$ cat src/rtl/seg7_monitor.sv
// seg7_monitor: loopback checker for an active-low seven-segment bus.
// Waits for each pattern to settle, decodes it to a digit, flags Fibonacci
// digits, checks that digits advance by one modulo 16, and counts errors.
module seg7_monitor #(
    parameter int unsigned STABLE_CYCLES = 4
) (
    input  logic       i_clk,
    input  logic       i_reset_n,
    input  logic [7:0] i_seg,
    input  logic       i_display_on,
    output logic [3:0] o_digit,
    output logic       o_valid,
    output logic       o_fib,
    output logic       o_invalid,
    output logic       o_seq_err,
    output logic [7:0] o_err_count,
    output logic       o_locked
);

    localparam int unsigned SEG_W   = 8;
    localparam int unsigned DIGIT_W = 4;
    localparam int unsigned CNT_W   = 8;
    localparam int unsigned ERR_W   = 8;

    typedef enum logic [1:0] {
        IDLE   = 2'd0,
        SETTLE = 2'd1,
        LOCKED = 2'd2
    } state_t;

    state_t               state_q, state_d;
    logic [SEG_W-1:0]     cand_q, cand_d;
    logic [CNT_W-1:0]     cnt_q, cnt_d;
    logic [SEG_W-1:0]     acc_q, acc_d;
    logic                 has_acc_q, has_acc_d;
    logic [DIGIT_W-1:0]   digit_q, digit_d;
    logic                 valid_q, valid_d;
    logic                 fib_q, fib_d;
    logic                 invalid_q, invalid_d;
    logic                 seq_err_q, seq_err_d;
    logic [ERR_W-1:0]     err_q, err_d;
    logic                 locked_q, locked_d;
    logic [DIGIT_W:0]     cand_dec;

    // Pattern decode: bit 4 = legal, bits 3:0 = digit.
    function automatic logic [DIGIT_W:0] decode(input logic [SEG_W-1:0] p);
        logic [DIGIT_W:0] r;
        case (p)
            8'hC0:   r = 5'h10;
            8'hF9:   r = 5'h11;
            8'hA4:   r = 5'h12;
            8'hB0:   r = 5'h13;
            8'h99:   r = 5'h14;
            8'h92:   r = 5'h15;
            8'h82:   r = 5'h16;
            8'hF8:   r = 5'h17;
            8'h80:   r = 5'h18;
            8'h90:   r = 5'h19;
            8'h88:   r = 5'h1A;
            8'h83:   r = 5'h1B;
            8'hC6:   r = 5'h1C;
            8'hA1:   r = 5'h1D;
            8'h86:   r = 5'h1E;
            8'h8E:   r = 5'h1F;
            default: r = 5'h00;
        endcase
        return r;
    endfunction

    // Fibonacci membership for a 4-bit digit.
    function automatic logic is_fib(input logic [DIGIT_W-1:0] d);
        logic r;
        case (d)
            4'd0, 4'd1, 4'd2, 4'd3, 4'd5, 4'd8, 4'd13: r = 1'b1;
            default:                                   r = 1'b0;
        endcase
        return r;
    endfunction

    assign cand_dec = decode(cand_q);

    // Next-state and output logic: settle tracking, acceptance, error accounting.
    always_comb begin
        state_d   = state_q;
        cand_d    = cand_q;
        cnt_d     = cnt_q;
        acc_d     = acc_q;
        has_acc_d = has_acc_q;
        digit_d   = digit_q;
        valid_d   = 1'b0;
        fib_d     = fib_q;
        invalid_d = invalid_q;
        seq_err_d = 1'b0;
        err_d     = err_q;
        locked_d  = locked_q;

        if (!i_display_on) begin
            state_d   = IDLE;
            cand_d    = '0;
            cnt_d     = '0;
            has_acc_d = 1'b0;
            locked_d  = 1'b0;
        end else begin
            case (state_q)
                IDLE: begin
                    state_d   = SETTLE;
                    cand_d    = i_seg;
                    cnt_d     = CNT_W'(1);
                    has_acc_d = 1'b0;
                end
                SETTLE: begin
                    if (cnt_q == CNT_W'(STABLE_CYCLES)) begin
                        state_d   = LOCKED;
                        acc_d     = cand_q;
                        has_acc_d = 1'b1;
                        cnt_d     = '0;
                        if (cand_dec[DIGIT_W]) begin
                            digit_d   = cand_dec[DIGIT_W-1:0];
                            fib_d     = is_fib(cand_dec[DIGIT_W-1:0]);
                            invalid_d = 1'b0;
                            valid_d   = 1'b1;
                            locked_d  = 1'b1;
                            if (locked_q &&
                                (cand_dec[DIGIT_W-1:0] != DIGIT_W'(digit_q + 4'd1))) begin
                                seq_err_d = 1'b1;
                                err_d = (err_q == '1) ? err_q : ERR_W'(err_q + 8'd1);
                            end
                        end else begin
                            invalid_d = 1'b1;
                            err_d = (err_q == '1) ? err_q : ERR_W'(err_q + 8'd1);
                        end
                    end else if (has_acc_q && (i_seg == acc_q)) begin
                        // Short excursion ended back on the accepted pattern.
                        state_d = LOCKED;
                        cnt_d   = '0;
                    end else if (i_seg == cand_q) begin
                        cnt_d = CNT_W'(cnt_q + 8'd1);
                    end else begin
                        cand_d = i_seg;
                        cnt_d  = CNT_W'(1);
                    end
                end
                LOCKED: begin
                    if (i_seg != acc_q) begin
                        state_d = SETTLE;
                        cand_d  = i_seg;
                        cnt_d   = CNT_W'(1);
                    end
                end
                default: begin
                    state_d = IDLE;
                    cand_d  = '0;
                    cnt_d   = '0;
                end
            endcase
        end
    end

    // State and output registers.
    always_ff @(posedge i_clk or negedge i_reset_n) begin
        if (!i_reset_n) begin
            state_q   <= IDLE;
            cand_q    <= '0;
            cnt_q     <= '0;
            acc_q     <= '0;
            has_acc_q <= 1'b0;
            digit_q   <= '0;
            valid_q   <= 1'b0;
            fib_q     <= 1'b0;
            invalid_q <= 1'b0;
            seq_err_q <= 1'b0;
            err_q     <= '0;
            locked_q  <= 1'b0;
        end else begin
            state_q   <= state_d;
            cand_q    <= cand_d;
            cnt_q     <= cnt_d;
            acc_q     <= acc_d;
            has_acc_q <= has_acc_d;
            digit_q   <= digit_d;
            valid_q   <= valid_d;
            fib_q     <= fib_d;
            invalid_q <= invalid_d;
            seq_err_q <= seq_err_d;
            err_q     <= err_d;
            locked_q  <= locked_d;
        end
    end

    assign o_digit     = digit_q;
    assign o_valid     = valid_q;
    assign o_fib       = fib_q;
    assign o_invalid   = invalid_q;
    assign o_seq_err   = seq_err_q;
    assign o_err_count = err_q;
    assign o_locked    = locked_q;

endmodule

$ cat config.mk
export PLATFORM = sky130hd
export DESIGN_NAME = seg7_monitor
export DESIGN_NICKNAME = d
export VERILOG_FILES = /design/src/rtl/seg7_monitor.sv
export SDC_FILE = /design/constraint.sdc
export NUM_CORES = 1
export LEC_CHECK = 0
export BUFFER_PORTS_ARGS = -buffer_cell sky130_fd_sc_hd__buf_2
export CORE_UTILIZATION = 55
export CTS_CLUSTER_DIAMETER = 80
export DETAILED_ROUTE_END_ITERATION = 7
export PLACE_DENSITY = 0.75
export SLEW_MARGIN = 0
export SYNTH_ARGS = -nofsm -noshare
export SYNTH_HDL_FRONTEND = slang
export SYNTH_SLANG_ARGS = --single-unit
$ cat constraint.sdc
create_clock -name i_clk -period 4 [get_ports i_clk]
set_input_delay 0.6 -clock i_clk [delete_from_list [all_inputs] [get_ports i_clk]]
set_output_delay 0.6 -clock i_clk [all_outputs]
set_load 0.03 [all_outputs]
Word-level counts from Yosys, hierarchy flattened
Index checks and enable logic that the tools add are counted.
{ "totals": {"inputBits": 11, "register_bits": 44} }
{ "op_classes": {"reduce_logical": 12, "n_eq_ne": 41, "n_addsub": 3, "mux": 39} }
{ "op_table": {"columns": ["operator", "n"], "rows": [
  ["$eq A8 B8 Y1 const B", 17],
  ["$mux W8", 13],
  ["$pmux W5 S16", 1],
  ["$pmux W8 S3", 2],
  ["$mux W1", 17],
  ["$add A8 B1 Y8 const B", 2],
  ["$eq A8 B8 Y1", 2],
  ["$ne A3 B3 Y1 const B", 5],
  ["$reduce_and A4 Y1", 3],
  ["$eq A4 B2 Y1 const B", 2],
  ["$eq A4 B4 Y1 const B", 2],
  ["$eq A8 B3 Y1 const B", 1],
  ["$mux W2", 4],
  ["$ne A2 B1 Y1 const B", 4],
  ["$ne A8 B8 Y1", 1],
  ["$reduce_or A7 Y1", 1],
  ["$pmux W2 S3", 1],
  ["$reduce_and A3 Y1", 2],
  ["$add A4 B1 Y4 const B", 1],
  ["$eq A4 B1 Y1 const B", 1],
  ["$eq A4 B3 Y1 const B", 1],
  ["$logic_not A4 Y1", 1],
  ["$ne A4 B4 Y1", 1],
  ["$ne A4 B4 Y1 const B", 1],
  ["7 further kinds", 9]
]} }

Logic depth before layout (Yosys ltp)
Gate-level depths: netlist of run 1.
{ "logic_depth": {"ltp_word": 9, "mapped_depth": 9, "ltp_nobuf": 8} }

Worst setup path before layout of run 1
Ideal clock, no wire load.
{ "synth_path": {"path_kind": "reg-to-reg", "start": "reg cand_q[0]", "end": "reg err_q[1] (netlist: o_err_count[1])", "required_time_ns": 3.875, "setup_time_ns": 0.125, "t_arrival_ns": 2.304, "path_stages_with_launch": 9, "setup_slack_ns": 1.571, "cell_sequence": "dfrtp_1 buf_6 nand4bb_1 o32a_1 a211oi_1 a211oi_2 o41ai_4 a21oi_2 mux2_4"} }
{ "synth_between": {"elab_chain_len": 6} }
{ "synth_rtl": {"columns": ["item", "line", "text"], "rows": [
  ["start: declaration", "32", "logic [SEG_W-1:0] cand_q, cand_d;"],
  ["start signal: assignment", "176", "cand_q <= cand_d;"],
  ["$eq A8 B8 Y1", "48", "case (p)"],
  ["$pmux W5 S16 (*)", "48", null],
  ["$ne A4 B4 Y1", "124", "(cand_dec[DIGIT_W-1:0] != DIGIT_W'(digit_q + 4'd1))) begin"],
  ["$logic_and A1 B1 Y1", "123", "if (locked_q &&"],
  ["$ne A2 B1 Y1 (no source line)", null, null],
  ["$reduce_and A4 Y1 (no source line)", null, null],
  ["end signal: assignment", "185", "err_q <= err_d;"],
  ["end: declaration", "41", "logic [ERR_W-1:0] err_q, err_d;"]
]} }
Every way passes the cells marked *; elsewhere a longest branch is shown, timed or not.
A chain may end at the register's enable or synchronous reset.

Final worst setup path of run 1
Ends and elaborated chain as after synthesis.

==> results of run 1 <==
-- kinds of logic after synthesis --
logic type               count (synthesis)
AO/OA/AOI/OAI                           59
adder cells (fa/ha/maj)                  4
buffers and inverters                   32
XOR/XNOR                                31
multiplexers                            11
flip-flops                              44
AND/OR/NAND/NOR                        102
-- worst max-delay path: stages (launching register included) --
cell	delay (ns)
dfrtp_1	0.61
nand4bb_1	0.36
o32a_1	0.39
a211oi_1	0.28
a211oi_2	0.08
o41ai_4	0.63
a21oi_2	0.15
mux2_4	0.31
-- registers in the layout (all words and copies together), names as in the netlist --
signal	flops
acc_q	8
cand_q	8
cnt_q	8
o_err_count	8
o_digit	4
state_q	2
has_acc_q	1
o_fib	1
o_invalid	1
o_locked	1
o_seq_err	1
o_valid	1
-- stage by stage --
step,std cells,hold WS [ns],power [uW],util [%]
4_1_cts,371,0.489,878,62.8
5_1_grt,371,0.508,912,62.8
2_1_floorplan,283,0.304,554,-
3_5_place_dp,363,0.475,581,60.9
3_3_place_gp,363,0.466,579,60.9
6_report,371,0.466,869,62.8
-- layer usage --
| layer | share of wire [%] | vias to the layer above | wire [um] | GRT usage (%) |
|---|---|---|---|---|
| li1 | - | 1052 | - | - |
| met1 | 49 | 1045 | 2870 | 35.3 |
| met5 | 0 | - | 0 | 0 |
| met2 | 46 | 39 | 2710 | 38.9 |
| met3 | 3.3 | 7 | 191 | 4.56 |
| met4 | 1.4 | 0 | 79 | 8.28 |
-- cells in the mapped netlist (3+ instances only) --
master / n / area share [%]
o21ai_0: 16 / 2.9
inv_1: 16 / 2.2
nand4bb_1: 3 / 1.2
buf_2: 5 / 0.90
nor3_1: 3 / 0.54
dfrtp_1: 44 / 40
nand2b_1: 3 / 0.68
xnor2_1: 16 / 5.0
nor2_1: 16 / 2.2
mux2i_1: 9 / 3.2
and3_1: 5 / 1.1
a21oi_1: 9 / 1.6
ha_1: 4 / 1.8
and3b_1: 3 / 0.95
nand4_1: 5 / 1.1
nor4b_1: 3 / 0.95
nand3_1: 11 / 2.0
nor3b_1: 4 / 1.1
a211oi_1: 7 / 1.9
nand2_1: 28 / 3.8
clkbuf_1: 4 / 0.54
buf_4: 4 / 1.1
o31ai_1: 3 / 0.81
xor2_1: 15 / 4.7
-- cell usage in the layout, fill, tap and decap left out, types with 4 or more instances in the layout --
cell      count
dfrtp_1      44
nand2_1      28
buf_2        27
inv_1        16
o21ai_0      16
nor2_1       16
xnor2_1      16
xor2_1       15
nand3_1      11
a21oi_1       9
mux2i_1       9
a211oi_1      7
clkbuf_8      6
and3_1        5
nand4_1       5
nor3b_1       4
ha_1          4
-- layout make-up --
type	count	area share, %
Multi-Input combinational cell	207	50.5
Sequential cell	44	36.6
Timing Repair Buffer	28	4.74
Clock buffer	7	2.87
Tap cell	67	2.79
Inverter	17	2.20
Clock inverter	1	0.250
-- worst min-delay path by stage --
stage / from / end / cells after the start
floorplan: i_reset_n / acc_q[0] / 0
global placement: o_fib / o_fib / 2
detailed placement: o_fib / o_fib / 2
CTS: i_reset_n / o_digit[2] / 1
global route: o_err_count[4] / o_err_count[4] / 1
finish: i_reset_n / o_digit[3] / 1
-- where the power goes --
| part | switching, uW | internal [uW] | total [uW] |
|---|---|---|---|
| Sequential | 31.7 | 453 | 485 |
| Combinational | 50.3 | 38.1 | 88.4 |
| Clock | 155 | 141 | 296 |
==> metrics.cfg, run 1 <==
[run_status]
status = complete, no violations

[critical_path]
cp_max_fo = 19
worstSetupStartpoint = cand_q[0]
rr_worst_depth = 7
startpoint_type = flop
worstPathArrival_ns = 3.13
endpoint = o_err_count[1]
r2r-end = o_err_count[1]
worstPathRequired_ns = 4.19
end_kind = flop
worstReg2RegStart = cand_q[0]
crit_type = flop to flop
rrSetupSlack_ns = 1.06

[clocking]
max-clock-path-buffers = 2
clk_pin_slew_ns = 0.09
cts-hold-fix-buffers = 0
clk_latency_ns = 0.30
cts_root_buffer = clkbuf_8
clock-sinks = 44
ctsResizeCount = 0
post_cts_buffers = 0
cts_htree_levels = 2
cts_buffers = 5
cts_tree = built

[synthesis]
synth_xor_xnor_area_share_pct = 9.77
avgSynthCellArea_um2 = 9.82
synthAdderAreaFrac_pct = 1.80
synthCells = 283
synth_ff_type = dfrtp_1
synth_mux_area_share_pct = 4.19
ys_async_sr_fraction_pct = 100
synth_area_um2 = 2780
synth_nets = 298
synth_edf_count = 0
ys_seq_elements = 44
synth-warning-count = 0
seq_area_frac_synth_pct = 39.6
synthSimpleGateAreaFrac_pct = 22.5
synth_top_family_by_area = simple AND/OR/NAND/NOR gates
synth_compound_area_share_pct = 16.5
yosysUniqueCellTypes = 61

[detailed_routing]
avgRoutedWirePerCell_um = 15.8
ant_nets = 0
drtIter0Drc = 121
drt-vias-per-instance = 5.78
route.detailed.drc = 0
drtPass1Iterations = 4
wl_um = 5850
via_count = 2143

[grt]
grt_first_pass_wirelength_um = 10100
antenna_found_initial = 0
grt_pass1_vias = 2062
track_usage_pct = 25.1
grt_overflow_total = 0
grt_max_degree = 45

[timing]
setup_slack_ns = 1.06
post-route-period-util_pct = 73.5
fin_skew_ns = 0.00639
hold_viol_final = 0
max_freq_mhz = 340
worst_pin_slew_ns = 1.09
slew_headroom_pct = 27.6
fin_setup_tns_ns = 0
rsz0062_at_grt = no
setup_viol = 0
period_needed_ns = 2.94
finalMaxSlewViolations = 0

[floorplanning]
initial_core_util_pct = 58.1
core_area_um2 = 4790
chipHeight_um = 73.1
die_w_um = 73.1
ios = 28
row_count = 25
die-area_um2 = 5340

[placement]
dp_hpwl_um = 4100
numPortBuffers = 27
post-place-ws_ns = 1.11
routabilityCongestion = 0.880
dpl_cell_area_um2 = 2910

[layout]
fillers = 398
antennaDiodeCount = 0
syn2layout_area_growth_pct = 8.19
multi_input_area_um2 = 1520
seqCellArea_um2 = 1100
drive_above_1_share_pct = 16.8
finalInstanceArea_um2 = 3010
nets = 318

[power_and_ir_drop]
powerDensity_nw_per_um2 = 289
vdd_ir_drop_max_mv = 0.270
p_leak_uw = 0.00139

[flow_run]
drv_cap = 0

[hold_path]
hp-class = primary input to async pin

(Power assumes the default switching activity.)
==> run 2, diff against run 1 <==
==> constraint.sdc (replaced) <==
create_clock -name i_clk -period 2.87 [get_ports i_clk]
set_input_delay 0.4305 -clock i_clk [delete_from_list [all_inputs] [get_ports i_clk]]
set_output_delay 0.4305 -clock i_clk [all_outputs]
set_load 0.03 [all_outputs]
==> metrics.cfg, run 2 (synthesized netlist as in run 1, its figures left out) <==
[detailed_routing]
route.detailed.drc = 0  ; unchanged
drtIter0Drc = 116  ; was 121
met2WireLength_um = 2820  ; was 2710 um
drtPass1Iterations = 4  ; unchanged
drt-vias-per-instance = 5.90  ; was 5.78
via_count = 2249  ; was 2143
wl_met1_um = 2870  ; about the same
avgRoutedWirePerCell_um = 15.9  ; was 15.8 um
ant_nets = 0  ; unchanged
wl_met3_um = 248  ; was 191 um
wl_um = 6040  ; was 5850 um
highest_layer = met4  ; unchanged

[clocking]
cts-hold-fix-buffers = 0  ; unchanged
post_cts_buffers = 0  ; unchanged
cts_root_buffer = clkbuf_8  ; unchanged
clk_pin_slew_ns = 0.09  ; about the same
cts_buffers = 5  ; unchanged
ctsResizeCount = 0  ; unchanged
max-clock-path-buffers = 2  ; unchanged
clock-sinks = 44  ; unchanged
cts_htree_levels = 2  ; unchanged
cts_tree = built  ; unchanged
clk_latency_ns = 0.30  ; about the same

[layout]
mostFrequentLayoutCell = dfrtp_1  ; unchanged
layout_common_cells = dfrtp_1, nand2_1, buf_2  ; unchanged
antennaDiodeCount = 0  ; unchanged
syn2layout_area_growth_pct = 11.9  ; was 8.19%
drive_above_1_share_pct = 19.7  ; was 16.8%
nets = 328  ; was 318

[timing]
period_needed_ns = 2.70  ; was 2.94 ns
fin_setup_tns_ns = 0  ; unchanged
rsz0062_at_grt = no  ; unchanged
hold_viol_final = 0  ; unchanged
worst_pin_slew_ns = 0.956  ; was 1.09 ns
fin_skew_ns = 0.00680  ; was 0.00639 ns
post-route-period-util_pct = 94.0  ; was 73.5%
setup_viol = 0  ; unchanged
slew_headroom_pct = 36.3  ; was 27.6%
finalMaxSlewViolations = 0  ; unchanged
max_freq_mhz = 371  ; was 340 MHz
hold_slack_ns = 0.270  ; was 0.466 ns

[critical_path]
crit_type = flop to flop  ; unchanged
cp_max_fo = 19  ; unchanged
rrSetupSlack_ns = 0.17  ; was 1.06 ns
rr_worst_depth = 8  ; was 7
worstReg2RegStart = cand_q[1]  ; was cand_q[0]
worstSetupStartpoint = cand_q[1]  ; was cand_q[0]
worstPathRequired_ns = 3.07  ; was 4.19 ns
endpoint = o_err_count[1]  ; unchanged
r2r-end = o_err_count[1]  ; unchanged
worstPathArrival_ns = 2.89  ; was 3.13 ns
end_kind = flop  ; unchanged
startpoint_type = flop  ; unchanged

[grt]
grt_max_degree = 45  ; unchanged
antenna_found_initial = 0  ; unchanged
grt_overflow_total = 0  ; unchanged
track_usage_pct = 25.1  ; about the same
grt_first_pass_wirelength_um = 10100  ; about the same
grt_pass1_vias = 2093  ; was 2062

[power_and_ir_drop]
powerDensity_nw_per_um2 = 424  ; was 289 nW/um2
vdd_ir_drop_max_mv = 0.351  ; was 0.270 mV
p_leak_uw = 0.00146  ; was 0.00139 uW

[floorplanning]
ios = 28  ; unchanged
row_count = 25  ; unchanged
core_area_um2 = 4790  ; unchanged
chipHeight_um = 73.1  ; unchanged
die_w_um = 73.1  ; unchanged
die-area_um2 = 5340  ; unchanged
initial_core_util_pct = 58.1  ; unchanged

[run_status]
status = complete, no violations  ; unchanged

[placement]
routabilityCongestion = 0.868  ; was 0.880
dp_hpwl_um = 4320  ; was 4100 um
numPortBuffers = 27  ; unchanged

[hold_path]
hp-class = primary input to async pin  ; unchanged

[flow_run]
drv_cap = 0  ; unchanged

==> run 2: cell types whose count changed in the layout (fill, tap and decap cells not counted), sizes merged <==
cell,before,now
clkinv,0,1
clkinvlp,1,0
buf,28,38
bufinv,0,1
clkbuf,7,6
==> run 2: layout make-up <==
class	instances	area, um2
timing repair buffer	38	218
clock inverter	2	38.8
fill	392	1680
clock buffer	6	82.6
tap	67	83.8
sequential	44	1100
multi-input combinational	207	1520
inverter	17	66.3
==> run 2: metal layers <==
metal | global-route usage [%] | vias to the layer above
li1 | - | 1077
met1 | 34.7 | 1107
met2 | 39.2 | 54
met3 | 4.83 | 11
met4 | 9.15 | 0
met5 | 0 | -
==> run 2: critical path, cell delays in order (launching register included) <==
cell	delay, ns
dfrtp_1	0.69
or3b_1	0.41
o32a_1	0.22
a211oi_1	0.26
a211oi_2	0.08
o41ai_4	0.33
buf_4	0.21
a21oi_2	0.08
mux2_4	0.29
==> run 2: worst min-delay path by stage <==
stage	from	endpoint	slack, ns	cells past startpoint
after detailed placement	o_fib	o_fib	0.47	2
after global routing	i_reset_n	acc_q[1]	0.37	1
after floorplan	i_reset_n	acc_q[0]	0.13	0
after global placement	o_fib	o_fib	0.47	2
after CTS	i_reset_n	acc_q[1]	0.32	1
final	i_reset_n	acc_q[1]	0.27	1
==> run 2: through the flow <==
stage | power, uW | area [um2] | util [%] | setup slack [ns] | cells
6_report | 1320 | 3110 | 65.0 | 0.171 | 381
5_1_grt | 1370 | 3110 | 65.0 | 0.0272 | 381
4_1_cts | 1330 | 3110 | 65.0 | 0.165 | 381
3_5_place_dp | 821 | 2990 | 62.5 | 0.226 | 373
3_3_place_gp | 818 | 2990 | 62.5 | 0.258 | 373
2_1_floorplan | 772 | 2780 | - | 0.441 | 283
==> run 2: report_power, final <==
group	switching [uW]	internal [uW]	total (uW)
logic	80.4	62.3	143
registers	36.1	632	668
clock network	224	285	509
==> run 3, diff against run 2 <==
--- a/config.mk
+++ b/config.mk
@@ -9,6 +9,7 @@
 export CORE_UTILIZATION = 55
 export CTS_CLUSTER_DIAMETER = 80
 export DETAILED_ROUTE_END_ITERATION = 7
+export HOLD_SLACK_MARGIN = 0.06
 export PLACE_DENSITY = 0.75
 export SLEW_MARGIN = 0
 export SYNTH_ARGS = -nofsm -noshare
==> constraint.sdc (replaced) <==
create_clock -name i_clk -period 2.8 [get_ports i_clk]
set_input_delay 0.42 -clock i_clk [delete_from_list [all_inputs] [get_ports i_clk]]
set_output_delay 0.42 -clock i_clk [all_outputs]
set_load 0.03 [all_outputs]
==> metrics.cfg, run 3 (synthesized netlist as in run 1, its figures left out) <==
[power_and_ir_drop]
vdd_ir_drop_max_mv = 0.361  ; was 0.351 mV
p_leak_uw = 0.00146  ; about the same
powerDensity_nw_per_um2 = 419  ; was 424 nW/um2

[grt]
grtUsageMet3_pct = 5.39  ; was 4.83%
grt_pass1_vias = 2058  ; was 2093
met1_usage_pct = 34.8  ; was 34.7%
grt_max_degree = 45  ; unchanged
grt_overflow_total = 0  ; unchanged
antenna_found_initial = 0  ; unchanged
use_met2_pct = 38.3  ; was 39.2%
track_usage_pct = 24.8  ; was 25.1%
busiest_layer = met2  ; unchanged
grt_first_pass_wirelength_um = 9950  ; was 10100 um

[timing]
hold_viol_final = 0  ; unchanged
setup_viol = 0  ; unchanged
slew_headroom_pct = 34.4  ; was 36.3%
finalMaxSlewViolations = 0  ; unchanged
hold_slack_ns = 0.266  ; was 0.270 ns
post-route-period-util_pct = 94.8  ; was 94.0%
period_needed_ns = 2.66  ; was 2.70 ns
rsz0062_at_grt = no  ; unchanged
fin_skew_ns = 0.00641  ; was 0.00680 ns
max_freq_mhz = 377  ; was 371 MHz
worst_pin_slew_ns = 0.984  ; was 0.956 ns
fin_setup_tns_ns = 0  ; unchanged
setup_slack_ns = 0.144  ; was 0.171 ns

[critical_path]
crit_type = flop to flop  ; unchanged
worstPathArrival_ns = 2.85  ; was 2.89 ns
cp_max_fo = 11  ; was 19
startpoint_type = flop  ; unchanged
end_kind = flop  ; unchanged
worstPathRequired_ns = 2.99  ; was 3.07 ns

[flow_run]
drv_cap = 0  ; unchanged

[clocking]
clk_latency_ns = 0.30  ; about the same
cts_tree = built  ; unchanged
max-clock-path-buffers = 2  ; unchanged
clock-sinks = 44  ; unchanged
cts_root_buffer = clkbuf_8  ; unchanged
clk_pin_slew_ns = 0.08  ; was 0.09 ns
cts_buffers = 5  ; unchanged
post_cts_buffers = 0  ; unchanged
cts_htree_levels = 2  ; unchanged

[placement]
numPortBuffers = 27  ; unchanged
post-place-ws_ns = 0.177  ; was 0.226 ns
dp_hpwl_um = 4310  ; was 4320 um
dpl.cell_count = 375  ; was 373
routabilityCongestion = 0.952  ; was 0.868

[floorplanning]
initial_core_util_pct = 58.1  ; unchanged
ios = 28  ; unchanged
die_w_um = 73.1  ; unchanged
row_count = 25  ; unchanged
chipHeight_um = 73.1  ; unchanged
core_area_um2 = 4790  ; unchanged
die-area_um2 = 5340  ; unchanged

[detailed_routing]
via_count = 2200  ; was 2249
drtIter0Drc = 160  ; was 116
drtPass1Iterations = 4  ; unchanged
ant_nets = 0  ; unchanged
avgRoutedWirePerCell_um = 15.5  ; was 15.9 um
route.detailed.drc = 0  ; unchanged
drt-vias-per-instance = 5.77  ; was 5.90
wl_um = 5920  ; was 6040 um

[layout]
syn2layout_area_growth_pct = 11.7  ; was 11.9%
layout_common_cells = dfrtp_1, nand2_1, buf_2  ; unchanged
drive_above_1_share_pct = 20.1  ; was 19.7%
antennaDiodeCount = 0  ; unchanged
mostFrequentLayoutCell = dfrtp_1  ; unchanged
nets = 330  ; was 328
finalNonFillerCells = 381  ; unchanged

[hold_path]
hp-class = primary input to async pin  ; unchanged

[run_status]
status = complete, no violations  ; unchanged

run 3: cell count changes in the layout (fill, tap and decap cells not counted):
cell	delta
buf_4	+2
dfrtp_1	-1
dfrtp_2	+1
clkbuf_8	-1
clkinv_4	-1
run 3: power by group:
group	total [uW]	internal (uW)	switching [uW]
Combinational	152	66.2	86.0
Sequential	682	648	34.0
Clock	465	256	209
run 3: metal layers:
| metal | vias up | wire (um) |
|---|---|---|
| met4 | 0 | 82 |
| met5 | - | 0 |
| met1 | 1052 | 2780 |
| li1 | 1075 | - |
| met3 | 9 | 374 |
| met2 | 64 | 2680 |
run 3: timing repair:
item,CTS,global route
endpoints found under the setup margin,0,1
resized for setup,0,1
hold endpoints to repair,0,0
hold buffers,0,0
run 3: worst max-delay path: stages (launching register included):
cell and delay [ns]:
dfrtp_1 0.52, nand4bb_1 0.29, a2111oi_4 0.47, nor3_1 0.18, and3_1 0.21, o41ai_4 0.27
buf_4 0.22, a21oi_2 0.09, mux2_4 0.29
run 3: per-stage QoR:
step | power [uW] | utilization, % | instance area [um2]
floorplan | 791 | - | 2780
global placement | 841 | 62.8 | 3000
detailed placement | 846 | 62.8 | 3000
CTS | 1310 | 64.8 | 3100
global route | 1350 | 64.9 | 3100
finish | 1300 | 64.9 | 3100
run 3: cell type report:
| class | instances | area (um2) |
|---|---|---|
| Timing Repair Buffer | 40 | 233 |
| Clock buffer | 5 | 68.8 |
| Sequential cell | 44 | 1100 |
| Clock inverter | 1 | 30.0 |
| Inverter | 17 | 66.3 |
| Tap cell | 67 | 83.8 |
| Multi-Input combinational cell | 207 | 1520 |
| Fill cell | 401 | 1680 |
run 3: path summary, 6_finish.rpt:
path / from / to / slack [ns] / depth (start not counted)
worst min register to register: o_fib / o_fib / 0.48 / 2
worst min-delay path: i_reset_n / acc_q[1] / 0.27 / 1
min in group i_clk: i_display_on / o_locked / 0.39 / 3
worst max register to register: cand_q[5] / o_err_count[1] / 0.14 / 8
worst max-delay path: cand_q[5] / o_err_count[1] / 0.14 / 8
max in group asynchronous: i_reset_n / cand_q[3] / 1.86 / 1
